## config.mk

```make
export PLATFORM = sky130hd
export DESIGN_NAME = mem_stage_flat
export DESIGN_NICKNAME = d
export VERILOG_FILES = /design/src/rtl/mem_stage_if.sv /design/src/rtl/mem_stage.sv /design/src/flat_wrapper.sv
export SDC_FILE = /design/constraint.sdc
export NUM_CORES = 1
export LEC_CHECK = 0
export ABC_CLOCK_PERIOD_IN_PS = 1640
export CORE_MARGIN = 2
export CORE_UTILIZATION = 31
export DETAILED_ROUTE_END_ITERATION = 6
export GPL_TIMING_DRIVEN = 0
export PLACE_DENSITY = 0.78
export SLEW_MARGIN = 20
export SYNTH_ARGS = -nofsm -noshare
export SYNTH_HDL_FRONTEND = slang
export SYNTH_SLANG_ARGS = --single-unit
```

## constraint.sdc

```tcl
create_clock -name clk -period 1.64 [get_ports clk]
set_input_delay 0.246 -clock clk [delete_from_list [all_inputs] [get_ports clk]]
set_output_delay 0.246 -clock clk [all_outputs]
set_load 0.02 [all_outputs]
```

## src/rtl/mem_stage_if.sv

```systemverilog
// Data-memory port of the MEM stage: request/address/write-data out, ack/read-data back.
interface mem_stage_if;
   logic        mem_req;
   logic        mem_we;
   logic [31:0] mem_addr;
   logic [31:0] mem_wdata;
   logic        mem_ack;
   logic [31:0] mem_rdata;

   modport master (
      output mem_req, mem_we, mem_addr, mem_wdata,
      input  mem_ack, mem_rdata
   );

   modport slave (
      input  mem_req, mem_we, mem_addr, mem_wdata,
      output mem_ack, mem_rdata
   );
endinterface

```

## src/rtl/mem_stage.sv

```systemverilog
// MEM pipeline stage: aligned loads/stores with wait-state stall, 4-bit timeout,
// misalignment trap, forwarding taps and the MEM/WB register.
module mem_stage (
   input  logic        clk,
   input  logic        reset,
   input  logic        WB_EN_in,
   input  logic        MEM_R_EN_in,
   input  logic        MEM_W_EN_in,
   input  logic        MEM_TO_REG_in,
   input  logic [31:0] alu_result,
   input  logic [31:0] store_data,
   input  logic [4:0]  regD_in,
   mem_stage_if.master mem,
   output logic        stall,
   output logic        align_err,
   output logic        bus_err,
   output logic [31:0] regFromMem,
   output logic [4:0]  mem_regD,
   output logic        RegW_en_mem,
   output logic        WB_EN,
   output logic        MEM_TO_REG,
   output logic [31:0] mem_data,
   output logic [31:0] alu_data,
   output logic [4:0]  regD
);
   typedef enum logic {IDLE, BUSY} state_t;

   state_t     state, state_nx;
   logic [3:0] cnt, cnt_nx;
   logic       access, misalign, pending, rd_only;
   logic       req, stall_c, berr_c, done;

   assign access   = MEM_R_EN_in | MEM_W_EN_in;
   assign misalign = access & (alu_result[1:0] != 2'b00);
   assign pending  = access & ~misalign;
   assign rd_only  = MEM_R_EN_in & ~MEM_W_EN_in;

   always_comb begin
      state_nx = state;
      cnt_nx   = cnt;
      req      = 1'b0;
      stall_c  = 1'b0;
      berr_c   = 1'b0;
      done     = 1'b0;
      case (state)
         IDLE: begin
            if (pending) begin
               req = 1'b1;
               if (mem.mem_ack) begin
                  done = 1'b1;
               end else begin
                  stall_c  = 1'b1;
                  state_nx = BUSY;
                  cnt_nx   = 4'd1;
               end
            end
         end
         BUSY: begin
            req = 1'b1;
            if (mem.mem_ack) begin
               done     = 1'b1;
               state_nx = IDLE;
               cnt_nx   = '0;
            end else if (cnt == 4'd15) begin
               berr_c   = 1'b1;
               state_nx = IDLE;
               cnt_nx   = '0;
            end else begin
               stall_c = 1'b1;
               cnt_nx  = cnt + 4'd1;
            end
         end
         default: begin
            state_nx = IDLE;
            cnt_nx   = '0;
         end
      endcase
   end

   // Request and pipeline-control pulses are masked while reset is held low.
   assign mem.mem_req   = req & reset;
   assign mem.mem_we    = MEM_W_EN_in;
   assign mem.mem_addr  = alu_result;
   assign mem.mem_wdata = store_data;

   assign stall     = stall_c & reset;
   assign bus_err   = berr_c & reset;
   assign align_err = misalign & (state == IDLE) & reset;

   assign regFromMem  = alu_result;
   assign mem_regD    = regD_in;
   assign RegW_en_mem = WB_EN_in & ~MEM_TO_REG_in & ~stall;

   always_ff @(posedge clk) begin
      if (!reset) begin
         state      <= IDLE;
         cnt        <= '0;
         WB_EN      <= 1'b0;
         MEM_TO_REG <= 1'b0;
         mem_data   <= '0;
         alu_data   <= '0;
         regD       <= '0;
      end else begin
         state <= state_nx;
         cnt   <= cnt_nx;
         if (stall_c) begin
            WB_EN <= 1'b0;
         end else begin
            WB_EN      <= WB_EN_in & ~misalign & ~berr_c;
            MEM_TO_REG <= MEM_TO_REG_in;
            alu_data   <= alu_result;
            regD       <= regD_in;
            if (done && rd_only) begin
               mem_data <= mem.mem_rdata;
            end
         end
      end
   end
endmodule

```

## src/flat_wrapper.sv

```systemverilog
// flat-port wrapper written by rule: the top's interface ports become plain ports
module mem_stage_flat 
  (clk, reset, WB_EN_in, MEM_R_EN_in, MEM_W_EN_in, MEM_TO_REG_in, alu_result, store_data, regD_in, stall, align_err, bus_err, regFromMem, mem_regD, RegW_en_mem, WB_EN, MEM_TO_REG, mem_data, alu_data, regD, mem_mem_req, mem_mem_we, mem_mem_addr, mem_mem_wdata, mem_mem_ack, mem_mem_rdata);
  mem_stage_if mem_i ();
  input  logic clk;
  input  logic reset;
  input  logic WB_EN_in;
  input  logic MEM_R_EN_in;
  input  logic MEM_W_EN_in;
  input  logic MEM_TO_REG_in;
  input  logic [31:0] alu_result;
  input  logic [31:0] store_data;
  input  logic [4:0] regD_in;
  output logic stall;
  output logic align_err;
  output logic bus_err;
  output logic [31:0] regFromMem;
  output logic [4:0] mem_regD;
  output logic RegW_en_mem;
  output logic WB_EN;
  output logic MEM_TO_REG;
  output logic [31:0] mem_data;
  output logic [31:0] alu_data;
  output logic [4:0] regD;
  output wire logic [$bits(mem_i.mem_req)-1:0] mem_mem_req;
  output wire logic [$bits(mem_i.mem_we)-1:0] mem_mem_we;
  output wire logic [$bits(mem_i.mem_addr)-1:0] mem_mem_addr;
  output wire logic [$bits(mem_i.mem_wdata)-1:0] mem_mem_wdata;
  input wire logic [$bits(mem_i.mem_ack)-1:0] mem_mem_ack;
  input wire logic [$bits(mem_i.mem_rdata)-1:0] mem_mem_rdata;
  assign mem_mem_req = mem_i.mem_req;
  assign mem_mem_we = mem_i.mem_we;
  assign mem_mem_addr = mem_i.mem_addr;
  assign mem_mem_wdata = mem_i.mem_wdata;
  assign mem_i.mem_ack = mem_mem_ack;
  assign mem_i.mem_rdata = mem_mem_rdata;
  mem_stage u_core (.clk(clk), .reset(reset), .WB_EN_in(WB_EN_in), .MEM_R_EN_in(MEM_R_EN_in), .MEM_W_EN_in(MEM_W_EN_in), .MEM_TO_REG_in(MEM_TO_REG_in), .alu_result(alu_result), .store_data(store_data), .regD_in(regD_in), .mem(mem_i), .stall(stall), .align_err(align_err), .bus_err(bus_err), .regFromMem(regFromMem), .mem_regD(mem_regD), .RegW_en_mem(RegW_en_mem), .WB_EN(WB_EN), .MEM_TO_REG(MEM_TO_REG), .mem_data(mem_data), .alu_data(alu_data), .regD(regD));
endmodule
```

==> run metrics <==
Final Max Tran Viols 0; Worst-Skew Late Latency 0.33 ns; R2R depth 8; Least-Margin Pin Slew 0.576 ns; #FFs+latches synth 76; Initial Util 31.5%; hold buffer count at cts 0; hold_ws 0.391 ns; die span in x 114 um; max-cap violations 0; P per Cell Area 749 nW/um^2; Filler Cells Inserted 1,083; WL final 11,700 um; clock share of power 36.4%; post-synthesis cell type count 32; core region area 11,900 um^2; sequential fraction of the synthesis area 40.8%; CTS tree done; internal power 3670 uW; Post-route DRC 0; largest net degree at the start of global routing 16; unrepaired setup endpoints after global routing yes; failing checks setup timing; Switching Fraction 28.6%; Max IR drop VDD 0.425 mV; WP data arrival 1.49 ns; Sink Count 76; Routed Antenna Nets 0; register area 1530 um^2; Longest Clk Path Bufs 2; number of global-route vias before repair 3,754; input/output buffers 251; std cell rows 40; Critical Path RT 1.39 ns; slowest stage delay, CP 0.35 ns; routed len/inst 13.3 um; min cycle time layout 1.74 ns; GR Overflow Total 0; total power 5150 uW; Max Fclk 574 MHz; Crit-path slowest cell dfxtp_4; initial antenna violation count 0; Crit Path Max Fanout 2; crit-path cells ha_4 > and4_4 > nor4_4 > nor3b_2 > buf_4; status finished with violations; TritonCTS buffer count 9; CP endpoint kind primary output; Worst Hold Path Cells 3; GRT Overall Usage 17.2%; area delta synth->final 84.2%; critical path class reg2out; Final period util 106%; GP Congestion 0.827; boundary pin count 286; Fin. Hold Viols 0; routed vias/inst 4.35; # setup viols final 26; Combinational Power Share 25.4%; Die Ht 114 um; CP Buf/Inv Count 1; Ys Warns 0; metal2 WL 6140 um; Die Area 12,900 um^2; slew margin rel. 61.6%; post-synthesis cell count 451; n_diodes 0; metal1 wirelength 4550 um; synthesized area 3730 um^2; Worst path top cell family by delay simple AND/OR/NAND/NOR gates; H-tree levels 3; P_leak 0.00286 uW; skew final 0.00877 ns; layout cell share with drive strength beyond 1 22.2%; first-pass GRT wire length 17,800 um; routed length on met3 941 um; Main synth FF type dfxtp_1; Synth Net Count 560; DP HPWL 9160 um; Vias 3,824; Worst Hold Class in2reg; highest metal used met4; sequential share of power 38.1%; Post-Syn Area per Cell 8.27 um^2; 1st-iter DRT viols 113; Reg clk slew, reported paths 0.06 ns; Post-synth ARST share 0%; root buf cell clkbuf_16; Switch Pwr 1470 uW; final worst slack -0.101 ns; Crit. path cell count 5; drt first pass iters 4; multi-input logic area 1360 um^2; EDFF count, synth 0; Final #Nets 837; CP Launch Type flop
placed cells by master, fill, tap and decap left out, drive strengths merged, types with 2 or more instances in the layout:
cell	Yosys	layout
clkdlybuf4s50	0	177
nand2	142	142
buf	114	132
dfxtp	76	76
dlygate4sd2	0	69
mux2i	38	38
a21oi	36	36
clkbuf	13	23
inv	3	6
clkinvlp	0	4
nor2	4	4
nor4	3	3
nor3	3	3
o21ai	2	2
nand2b	2	2
a311oi	2	2
power by group through the flow:
| stage | combinational, uW | sequential (uW) | clock [uW] |
|---|---|---|---|
| after floorplan | 567 | 2100 | 0 |
| after detailed placement | 1340 | 2010 | 0 |
| after global routing | 1390 | 1970 | 2020 |
| after global placement | 1320 | 2000 | 0 |
| after CTS | 1320 | 1960 | 1940 |
| final | 1310 | 1960 | 1880 |
state kept, by name (all words and copies together) (netlist names):
register           cells
u_core.state           1
u_core.WB_EN           1
u_core.alu_data       32
u_core.regD            5
u_core.cnt             4
u_core.mem_data       32
u_core.MEM_TO_REG      1
metal layers:
layer / vias to the layer above / track usage (%)
li1: 1916 / -
met1: 1738 / 18.6
met2: 160 / 32.5
met3: 10 / 5.37
met4: 0 / 4.15
met5: - / 0
kinds of logic (layout without fill, tap and decap cells):
family,Yosys count,count (layout),share of synthesized area (%)
flops,76,76,40.8
simple gates,161,161,17.5
mux,38,38,10.2
fa+ha+maj,1,1,0.335
compound gates,45,45,7.04
buf+inv,130,412,24.1
worst min-delay path, cell delays in order:
cell and delay, ns:
dlygate4sd2_1 0.29, nand2_1 0.08, mux2i_1 0.06
cell usage after synthesis, types with 3 or more instances:
| library cell | count | area (um^2) |
|---|---|---|
| buf_4 | 104 | 781 |
| nor2_1 | 3 | 11.3 |
| mux2i_1 | 38 | 380 |
| clkbuf_1 | 13 | 48.8 |
| buf_2 | 6 | 30.0 |
| nor4_1 | 3 | 18.8 |
| inv_1 | 3 | 11.3 |
| nand2_1 | 142 | 533 |
| dfxtp_1 | 76 | 1520 |
| a21oi_1 | 35 | 175 |
repair_timing:
| item | 4_1_cts | 5_1_grt |
|---|---|---|
| setup endpoints to repair | 135 | 47 |
| gates resized for setup | 119 | 6 |
| gates cloned | 2 | 1 |
| buffers inserted | 13 | 0 |
| pin swaps | 6 | 3 |
final cells by class:
cell class	instances	area share, %
buffer	126	13.1
clock buffer	9	3.28
clock inverter	7	0.856
inverter	3	0.164
multi-input combinational	245	19.8
sequential	76	22.2
tap	147	2.68
timing repair buffer	267	37.9
stage by stage:
stage	instances	setup slack [ns]	instance area (um^2)	utilization, %	TNS, ns
5_1_grt	880	-0.166	6870	57.9	-3.50
4_1_cts	879	-0.204	6840	57.6	-2.42
6_report	880	-0.101	6870	57.9	-0.484
2_1_floorplan	451	-0.00456	3750	-	-0.00456
3_5_place_dp	849	-0.787	6450	54.4	-38.67
3_3_place_gp	849	-0.768	6450	54.4	-36.00
path summary, 6_finish.rpt:
kind                 startpoint                 end  slack [ns]
max               u_core.cnt[1]         RegW_en_mem       -0.10
min               alu_result[1]  u_core.alu_data[1]        0.39
max reg2reg       u_core.cnt[1]  u_core.alu_data[6]       -0.03
min reg2reg  u_core.mem_data[4]  u_core.mem_data[4]        0.45
(Power assumes the default switching activity.)
